<file path="src/rtl/spi_lcd_pkg.sv">
// Shared types and constants for the LCD SPI receive path.
// Covers the command opcodes, the decoder and link states, and the tagged byte format.
package spi_lcd_pkg;

  localparam logic [7:0] CMD_CASET = 8'h2A;
  localparam logic [7:0] CMD_RASET = 8'h2B;
  localparam logic [7:0] CMD_RAMWR = 8'h2C;

  typedef enum logic [1:0] {
    DEC_NONE,
    DEC_PARAM,
    DEC_PIXEL
  } dec_state_t;

  typedef enum logic {
    LINK_IDLE,
    LINK_ACTIVE
  } link_state_t;

  typedef struct packed {
    logic       dc;
    logic [7:0] data;
  } lcd_byte_t;

  function automatic logic [15:0] sat_inc16(input logic [15:0] v);
    return (v == 16'hFFFF) ? v : v + 16'd1;
  endfunction

endpackage

</file>
<file path="src/rtl/sync.sv">
// Single-bit flip-flop synchronizer for signals entering the clk domain.
// The chain clears on reset, so every pin reads as 0 until fresh samples arrive.
module sync #(
  parameter int STAGES = 2
) (
  input  logic clk,
  input  logic reset_n,
  input  logic d,
  output logic q
);

  logic [STAGES-1:0] chain;

  // NOTE: sequential state uses non-blocking assignments only, so all flops sample
  // the values from before the edge regardless of the order the blocks are evaluated.
  always_ff @(posedge clk) begin
    if (!reset_n) chain <= '0;
    else          chain <= {chain[STAGES-2:0], d};
  end

  assign q = chain[STAGES-1];

endmodule

</file>
<file path="src/rtl/sync_fifo.sv">
// First-word-fall-through synchronous FIFO with full and empty flags.
// A push into a full FIFO is accepted only when a pop happens in the same cycle.
module sync_fifo #(
  parameter int WIDTH = 9,
  parameter int DEPTH = 4
) (
  input  logic             clk,
  input  logic             reset_n,
  input  logic             push,
  input  logic [WIDTH-1:0] push_data,
  input  logic             pop,
  output logic [WIDTH-1:0] head,
  output logic             full,
  output logic             empty
);

  localparam int AW = $clog2(DEPTH);
  localparam int CW = AW + 1;

  logic [WIDTH-1:0] mem [DEPTH];
  logic [AW-1:0]    wr_ptr;
  logic [AW-1:0]    rd_ptr;
  logic [CW-1:0]    count;
  logic             do_push;
  logic             do_pop;

  assign empty   = (count == '0);
  assign full    = (count == CW'(DEPTH));
  assign do_pop  = pop && !empty;
  assign do_push = push && (!full || do_pop);
  assign head    = mem[rd_ptr];

  always_ff @(posedge clk) begin
    if (!reset_n) begin
      wr_ptr <= '0;
      rd_ptr <= '0;
      count  <= '0;
    end else begin
      if (do_push) wr_ptr <= wr_ptr + AW'(1);
      if (do_pop)  rd_ptr <= rd_ptr + AW'(1);
      unique case ({do_push, do_pop})
        2'b10:   count <= count + CW'(1);
        2'b01:   count <= count - CW'(1);
        default: ;
      endcase
    end
  end

  // NOTE: the storage array is deliberately left out of reset; the pointers and count
  // decide what is valid, and resetting a RAM would prevent it mapping to memory cells.
  always_ff @(posedge clk) begin
    if (do_push) mem[wr_ptr] <= push_data;
  end

endmodule

</file>
<file path="src/rtl/spi_lcd_sink.sv">
// SPI mode-0 target for the LCD link: oversamples the pins, rebuilds D/C-tagged bytes,
// queues them in a FWFT FIFO and tracks the last command and pixel count since RAMWR.
module spi_lcd_sink
  import spi_lcd_pkg::*;
#(
  parameter int FIFO_DEPTH  = 4,
  parameter int SYNC_STAGES = 2
) (
  input  logic        clk,
  input  logic        reset_n,
  input  logic        spi_clk,
  input  logic        spi_mosi,
  input  logic        spi_cs_n,
  input  logic        lcd_dc,
  output logic [7:0]  rx_data,
  output logic        rx_dc,
  output logic        rx_valid,
  input  logic        rx_ready,
  output logic        overflow,
  output logic        frame_err,
  output logic [7:0]  cmd_last,
  output logic [15:0] pixel_count
);

  logic        sclk_s, mosi_s, cs_s, dc_s;
  logic        sclk_d, cs_d;
  logic        sclk_rise, cs_rise, cs_fall;
  logic        shift_en;
  logic [6:0]  shift;
  logic [2:0]  bit_cnt;
  logic        byte_done;
  lcd_byte_t   byte_q;
  lcd_byte_t   head;
  logic        fifo_full, fifo_empty;
  logic        pop_fire;
  link_state_t state, state_nx;
  dec_state_t  dstate;

  sync #(.STAGES(SYNC_STAGES)) u_sync_sclk (.clk(clk), .reset_n(reset_n), .d(spi_clk),  .q(sclk_s));
  sync #(.STAGES(SYNC_STAGES)) u_sync_mosi (.clk(clk), .reset_n(reset_n), .d(spi_mosi), .q(mosi_s));
  sync #(.STAGES(SYNC_STAGES)) u_sync_cs   (.clk(clk), .reset_n(reset_n), .d(spi_cs_n), .q(cs_s));
  sync #(.STAGES(SYNC_STAGES)) u_sync_dc   (.clk(clk), .reset_n(reset_n), .d(lcd_dc),   .q(dc_s));

  assign sclk_rise = sclk_s && !sclk_d;
  assign cs_rise   = cs_s && !cs_d;
  assign cs_fall   = !cs_s && cs_d;

  always_ff @(posedge clk) begin
    if (!reset_n) state <= LINK_IDLE;
    else          state <= state_nx;
  end

  // NOTE: every output of this block is given a default before any branch,
  // so no path leaves a signal unassigned and no latch is inferred.
  always_comb begin
    state_nx = state;
    shift_en = 1'b0;
    if (cs_rise)      state_nx = LINK_IDLE;
    else if (cs_fall) state_nx = LINK_ACTIVE;
    if (state == LINK_ACTIVE && !cs_s && sclk_rise) shift_en = 1'b1;
  end

  // Deserializer: the completed byte is registered here and pushed one cycle later.
  always_ff @(posedge clk) begin
    if (!reset_n) begin
      sclk_d    <= 1'b0;
      cs_d      <= 1'b0;
      shift     <= '0;
      bit_cnt   <= '0;
      byte_done <= 1'b0;
      byte_q    <= '0;
      frame_err <= 1'b0;
    end else begin
      sclk_d    <= sclk_s;
      cs_d      <= cs_s;
      byte_done <= 1'b0;
      frame_err <= 1'b0;
      if (cs_rise) begin
        frame_err <= (bit_cnt != 3'd0);
        bit_cnt   <= '0;
      end else if (cs_fall) begin
        bit_cnt <= '0;
      end else if (shift_en) begin
        shift <= {shift[5:0], mosi_s};
        if (bit_cnt == 3'd7) begin
          byte_done   <= 1'b1;
          byte_q.dc   <= dc_s;
          byte_q.data <= {shift, mosi_s};
          bit_cnt     <= '0;
        end else begin
          bit_cnt <= bit_cnt + 3'd1;
        end
      end
    end
  end

  sync_fifo #(
    .WIDTH($bits(lcd_byte_t)),
    .DEPTH(FIFO_DEPTH)
  ) u_fifo (
    .clk      (clk),
    .reset_n  (reset_n),
    .push     (byte_done),
    .push_data(byte_q),
    .pop      (rx_ready),
    .head     (head),
    .full     (fifo_full),
    .empty    (fifo_empty)
  );

  assign rx_valid = !fifo_empty;
  assign pop_fire = rx_valid && rx_ready;
  assign rx_data  = rx_valid ? head.data : 8'h00;
  assign rx_dc    = rx_valid && head.dc;

  always_ff @(posedge clk) begin
    if (!reset_n)                              overflow <= 1'b0;
    else if (byte_done && fifo_full && !pop_fire) overflow <= 1'b1;
  end

  // The decoder follows every completed byte, even one the FIFO had to drop.
  always_ff @(posedge clk) begin
    if (!reset_n) begin
      dstate      <= DEC_NONE;
      cmd_last    <= '0;
      pixel_count <= '0;
    end else if (byte_done) begin
      if (!byte_q.dc) begin
        cmd_last <= byte_q.data;
        if (byte_q.data == CMD_RAMWR) begin
          pixel_count <= '0;
          dstate      <= DEC_PIXEL;
        end else begin
          dstate <= DEC_PARAM;
        end
      end else if (dstate == DEC_PIXEL) begin
        pixel_count <= sat_inc16(pixel_count);
      end
    end
  end

endmodule
</file>
<file path="config.mk">
export PLATFORM = sky130hd
export DESIGN_NAME = spi_lcd_sink
export DESIGN_NICKNAME = d
export VERILOG_FILES = /design/src/rtl/spi_lcd_pkg.sv /design/src/rtl/sync.sv /design/src/rtl/sync_fifo.sv /design/src/rtl/spi_lcd_sink.sv
export SDC_FILE = /design/constraint.sdc
export NUM_CORES = 1
export LEC_CHECK = 0
export CAP_MARGIN = 20
export CORE_MARGIN = 4
export CORE_UTILIZATION = 52
export DETAILED_ROUTE_END_ITERATION = 12
export PLACE_DENSITY = 0.72
export SLEW_MARGIN = 20
export SYNTH_ARGS = -nofsm -noshare
export SYNTH_HDL_FRONTEND = slang
export SYNTH_HIERARCHICAL = 1
export SYNTH_SLANG_ARGS = --single-unit
</file>
<file path="constraint.sdc">
create_clock -name clk -period 3.5 [get_ports clk]
set_input_delay 0.35 -clock clk [delete_from_list [all_inputs] [get_ports clk]]
set_output_delay 0.35 -clock clk [all_outputs]
set_load 0.02 [all_outputs]
</file>
Word level (Yosys, flattened, before mapping)
Memories as Yosys holds them, arrays and structs flattened. A register that Yosys moved wholly into a read port is not among the register bits.
Index checks and enable logic that the tools add are counted.
{"block": "word_totals", "in_bits": 7, "ramBits": 36, "n_memories": 1, "regBits": 66}
{"name": "u_fifo.mem", "depth": 4, "width": 9, "rd": 1, "rd_ports_with_merged_regs": 1, "wr": 1, "line_no": "sync_fifo.sv:20", "source": "logic [WIDTH-1:0] mem [DEPTH];"}
{"block": "classes", "eq_ne": 9, "n_mux": 14, "n_addsub": 6, "n_reduce_logical": 29, "bitwise_logic": 5}
{"operator": "16-bit two-way mux", "count": 4}
{"operator": "16-bit by 1-bit adder with 16-bit output, second input constant", "count": 1}
{"operator": "16-bit == test, second input constant", "count": 1}
{"operator": "1-bit logical AND", "count": 10}
{"operator": "8-bit by 6-bit == test with 1-bit output, second input constant", "count": 1}
{"operator": "8-bit two-way mux", "count": 1}
{"operator": "4-bit AND reduction", "count": 2}
{"operator": "3-bit by 1-bit adder with 3-bit output, second input constant", "count": 2}
{"operator": "3-bit == test, second input constant", "count": 2}
{"operator": "1-bit zero test", "count": 6}
{"operator": "2-bit two-way mux", "count": 3}
{"operator": "3-bit one-hot mux with 2 select lines", "count": 1}
{"operator": "1-bit inverter", "count": 5}
{"operator": "2-bit by 1-bit adder with 2-bit output, second input constant", "count": 2}
{"operator": "2-bit == test, second input constant", "count": 2}
{"operator": "1-bit two-way mux", "count": 4}
{"operator": "2-bit AND reduction", "count": 2}
{"operator": "2-bit nonzero test", "count": 2}
{"operator": "4-bit OR reduction", "count": 1}
{"operator": "3-bit zero test", "count": 1}
{"operator": "3-bit two-way mux", "count": 1}
{"operator": "3-bit AND reduction", "count": 1}
{"operator": "3-bit nonzero test", "count": 1}
{"operator": "3-bit OR reduction", "count": 1}
{"operator": "other kinds (6)", "count": 6}

Longest topological paths before layout
{"block": "depth", "depth_word": 7, "depth_mapped": 7, "depth_no_buf": 6}

Modules after synthesis
Netlist, hierarchy kept.
{"mod": "spi_lcd_sink", "cells_per_inst": 271, "area_each_um2": 2364.8, "seq_area_each_um2": 1021.0, "instances": 1}
{"mod": "sync_fifo", "cells_per_inst": 107, "area_each_um2": 1849.3, "seq_area_each_um2": 1261.2, "instances": 1}
{"mod": "sync", "cells_per_inst": 4, "area_each_um2": 52.6, "seq_area_each_um2": 40.0, "instances": 4}

Worst setup path after synthesis
Ideal clock, no wire load.
{"block": "synth_path", "path_type": "register -> register", "from": "reg pixel_count[0]", "to": "reg pixel_count[10]", "stages_incl_launch_ff": 8, "synth_period_minus_slack_ps": 2096, "setup_time_ps": 122, "path_buffers": 1, "arrival_time_ps": 1974, "required_ps": 3378, "path_slack_ps": 1404, "path_cell_list": "dfxtp_1 -> ha_1 -> nand4_1 -> nor4_4 -> o21a_4 -> buf_8 -> nor3_2 -> a311o_1"}
{"block": "synth_via", "elab_chain_len": 4}
{"item": "start: declaration", "line_no": "spi_lcd_sink.sv:22", "source": "output logic [15:0] pixel_count"}
{"item": "start signal: assignment", "line_no": "spi_lcd_sink.sv:137", "source": "pixel_count <= sat_inc16(pixel_count);"}
{"item": "16-bit by 1-bit adder with 16-bit output", "line_no": "spi_lcd_pkg.sv:26", "source": "return (v == 16'hFFFF) ? v : v + 16'd1;"}
{"item": "16-bit two-way mux", "line_no": "spi_lcd_pkg.sv:26"}
{"item": "16-bit two-way mux", "line_no": "spi_lcd_sink.sv:136", "source": "end else if (dstate == DEC_PIXEL) begin"}
{"item": "16-bit two-way mux", "line_no": "spi_lcd_sink.sv:128", "source": "if (!byte_q.dc) begin"}
Parallel ways exist; a longest one is shown, timed or not. The select of a mux whose other input is x is not followed.
A chain may end at the register's enable or synchronous reset.

==> metrics.txt <==
Fin. Hold Viols=0; FP Rows=33; hpwl dp=about 5500 um; Setup crit end kind=primary output; Worst Max-Slew Pin Slew=0.849 ns; initial DRC count=144; Slew Limit Fails=0; IO Port Bufs=42; Reg-to-Reg Start=pixel_count[0]; post-DR wirelength/cell=14.6 um; Slew headroom=43.0%; Routed Antenna Nets=0; Leakage=1.82 nW; postcts setup bufs=0; Hold Slack=0.441 ns; Synth Area in Compound Gates=under 10%; vias in the first global route=2,757; CTS Buffer Depth=2; Via density=between 5 and 6; # IOs=43; Seq/Total Area, Yosys=55.2%; first drt pass iteration count=4; DR vias=2,965; Synth warnings=6; RD Place Congestion=roughly 0.8; Adder-Cell Fraction of Synth Area=3.28%; Distinct cells, synth=65; Post-synth EDFFs=36; total gr overflow=0; total power=2.08 mW; Reg clk slew, reported paths=0.09 ns; clock sinks=104; simple-gate share of the synthesized area=21.0%; CTS tree=yes; largest family of logic cells by synthesized area=simple AND/OR/NAND/NOR gates; Final setup viols=0; CTS root buf=clkbuf_8; Chip Width=100 um; Post-Syn Instances=394; first-pass GRT wire length=13,200 um; GRT Overall Usage=16.6%; share of cells above drive strength 1=about a tenth; Hold Buf Count CTS=0; Initial Util=53.6%; Worst Hold Launch=u_sync_sclk/chain[0]; post-CTS sizing=0; Setup TNS Final=0 ns; ys async rst share=0%; Inst Count DP=527; pre-CTS WS=1.09 ns; clk_lat worst skew=around 0.36 ns; R2R depth=6; worst min-delay path class=reg -> reg; final wirelength=7920 um; CTS buffer count=9; status=complete, no violations; P per Cell Area=just over 400 nW/um^2; final net count=451; Final WS setup=slightly below 0.9 ns; fin crit period=2.63 ns; final core utilization=61.9%; core box area=8260 um^2; Synth Flop Type=dfxtp_1; reg2reg setup slack=1.17 ns; Post-Syn Area=4420 um^2; total die area=around 10,000 um^2; CP Class=reg -> out; WP data arrival=between 2 and 2.5 ns; fin cells=543; antenna cells=0; maximum fanout along the worst path=9; max-cap viol count=0; Fmax=0.380 GHz; post-layout instance area=between 5000 and 6000 um^2; CP startpoint kind=register; Syn Nets=412; placed inst area=roughly 5000 um^2; unrepaired setup endpoints after global routing=false; post-route DRC violation count=0; Area Growth Syn to Fin=15.6%; RR Endpoint=pixel_count[11]; Worst Path Required=approximately 3.2 ns; period utilization=75.2%; Die H=100 um; worst vdd ir=~0.23 mV; mean post-synth cell area=11.2 um^2; mux cell area share after synthesis=between 7 and 8%; crit path to=rx_data[0]; final setup skew=0.00999 ns; Synth Area in XOR/XNOR=under 10%; initial antenna violation count=0; number of synthesized register bits=104; CTS H-tree depth=3; largest net degree at the start of global routing=30
[metal layers]
metal / routed length, um / vias up / global-route usage, %
li1: - / 1487 / -
met1: 3740 / 1401 / 23.7
met2: 3650 / 67 / 25.5
met3: 441 / 10 / 3.68
met4: 85 / 0 / 4.87
met5: 0 / - / 0
[registers in the layout, indices dropped and copies added (netlist names), named ones only]
register,flops
bit_cnt,3
byte_done,1
byte_q,9
cmd_last,8
cs_d,1
dstate,2
frame_err,1
overflow,1
pixel_count,16
sclk_d,1
shift,7
state,1
u_fifo/count,3
u_fifo/mem,36
u_fifo/rd_ptr,2
u_fifo/wr_ptr,2
u_sync_cs/chain,2
u_sync_dc/chain,2
u_sync_mosi/chain,2
u_sync_sclk/chain,2
[layout by cell type (no fill, tap or decap), drive strengths merged, types with 11 or more instances in the layout]
cell type and instances:
inv 12, clkdlybuf4s50 42, nand2 49, and2 20
dfxtp 68, nor2 28, mux2i 12, nor2b 12
a21oi 27, edfxtp 36, nand3 15, clkbuf 11
[Yosys cell counts, types with 3 or more instances]
library cell	instances	area share, %
nand2b_1	4	0.57
nor3_1	5	0.57
nor2b_1	11	1.6
inv_1	12	1.0
mux4_2	9	4.6
a21oi_1	27	3.1
a31oi_1	4	0.57
buf_6	3	0.76
clkbuf_1	7	0.59
ha_1	10	2.8
o22ai_1	4	0.57
nand2_1	49	4.2
buf_1	3	0.25
edfxtp_1	36	24
dfxtp_1	68	31
and2_1	19	2.7
nand4_1	6	0.85
buf_2	4	0.45
nand3_1	13	1.5
nor4_1	5	0.71
mux2i_1	12	2.7
a32o_1	3	0.68
nor2_1	28	2.4
xor2_1	4	0.79
[power by group]
group	internal [mW]	switching, mW	total [mW]	leakage [nW]
clock network	0.405	0.393	0.798	0.107
logic	0.0135	0.0199	0.0334	0.830
registers	1.24	0.00173	1.25	0.883
[how the worst min path moves through the flow]
stage	endpoint	slack, ns	cells past startpoint
final	u_sync_sclk/chain[1]	0.44	1
after global routing	u_sync_sclk/chain[1]	0.45	1
after CTS	u_sync_dc/chain[1]	0.44	1
after detailed placement	u_sync_dc/chain[1]	0.42	1
after global placement	u_sync_cs/chain[1]	0.42	1
after floorplan	u_sync_cs/chain[1]	0.41	1
[area by class of cell]
cell class	count	area, um^2
Fill cell	678	3140
Sequential cell	104	2440
Multi-Input combinational cell	260	1830
Timing Repair Buffer	46	450
Clock buffer	11	131
Tap cell	105	131
Clock inverter	5	82.6
Inverter	12	45.0
[kinds of logic (layout without fill, tap and decap cells)]
logic type,after synthesis,after routing
and+or+nand+nor,166,166
DFF,104,104
AOI/OAI and AO/OA,56,56
buffers and inverters,30,74
muxes,21,21
adders and majority gates,11,11
xor gates and xnor gates,6,6
[critical path, stage by stage, from the launching register on]
cell and delay [ns]:
dfxtp_1 0.69, mux4_2 0.57, nor2b_1 0.14, clkdlybuf4s50_1 0.53
Note: power is estimated with default switching activity, not from simulation.
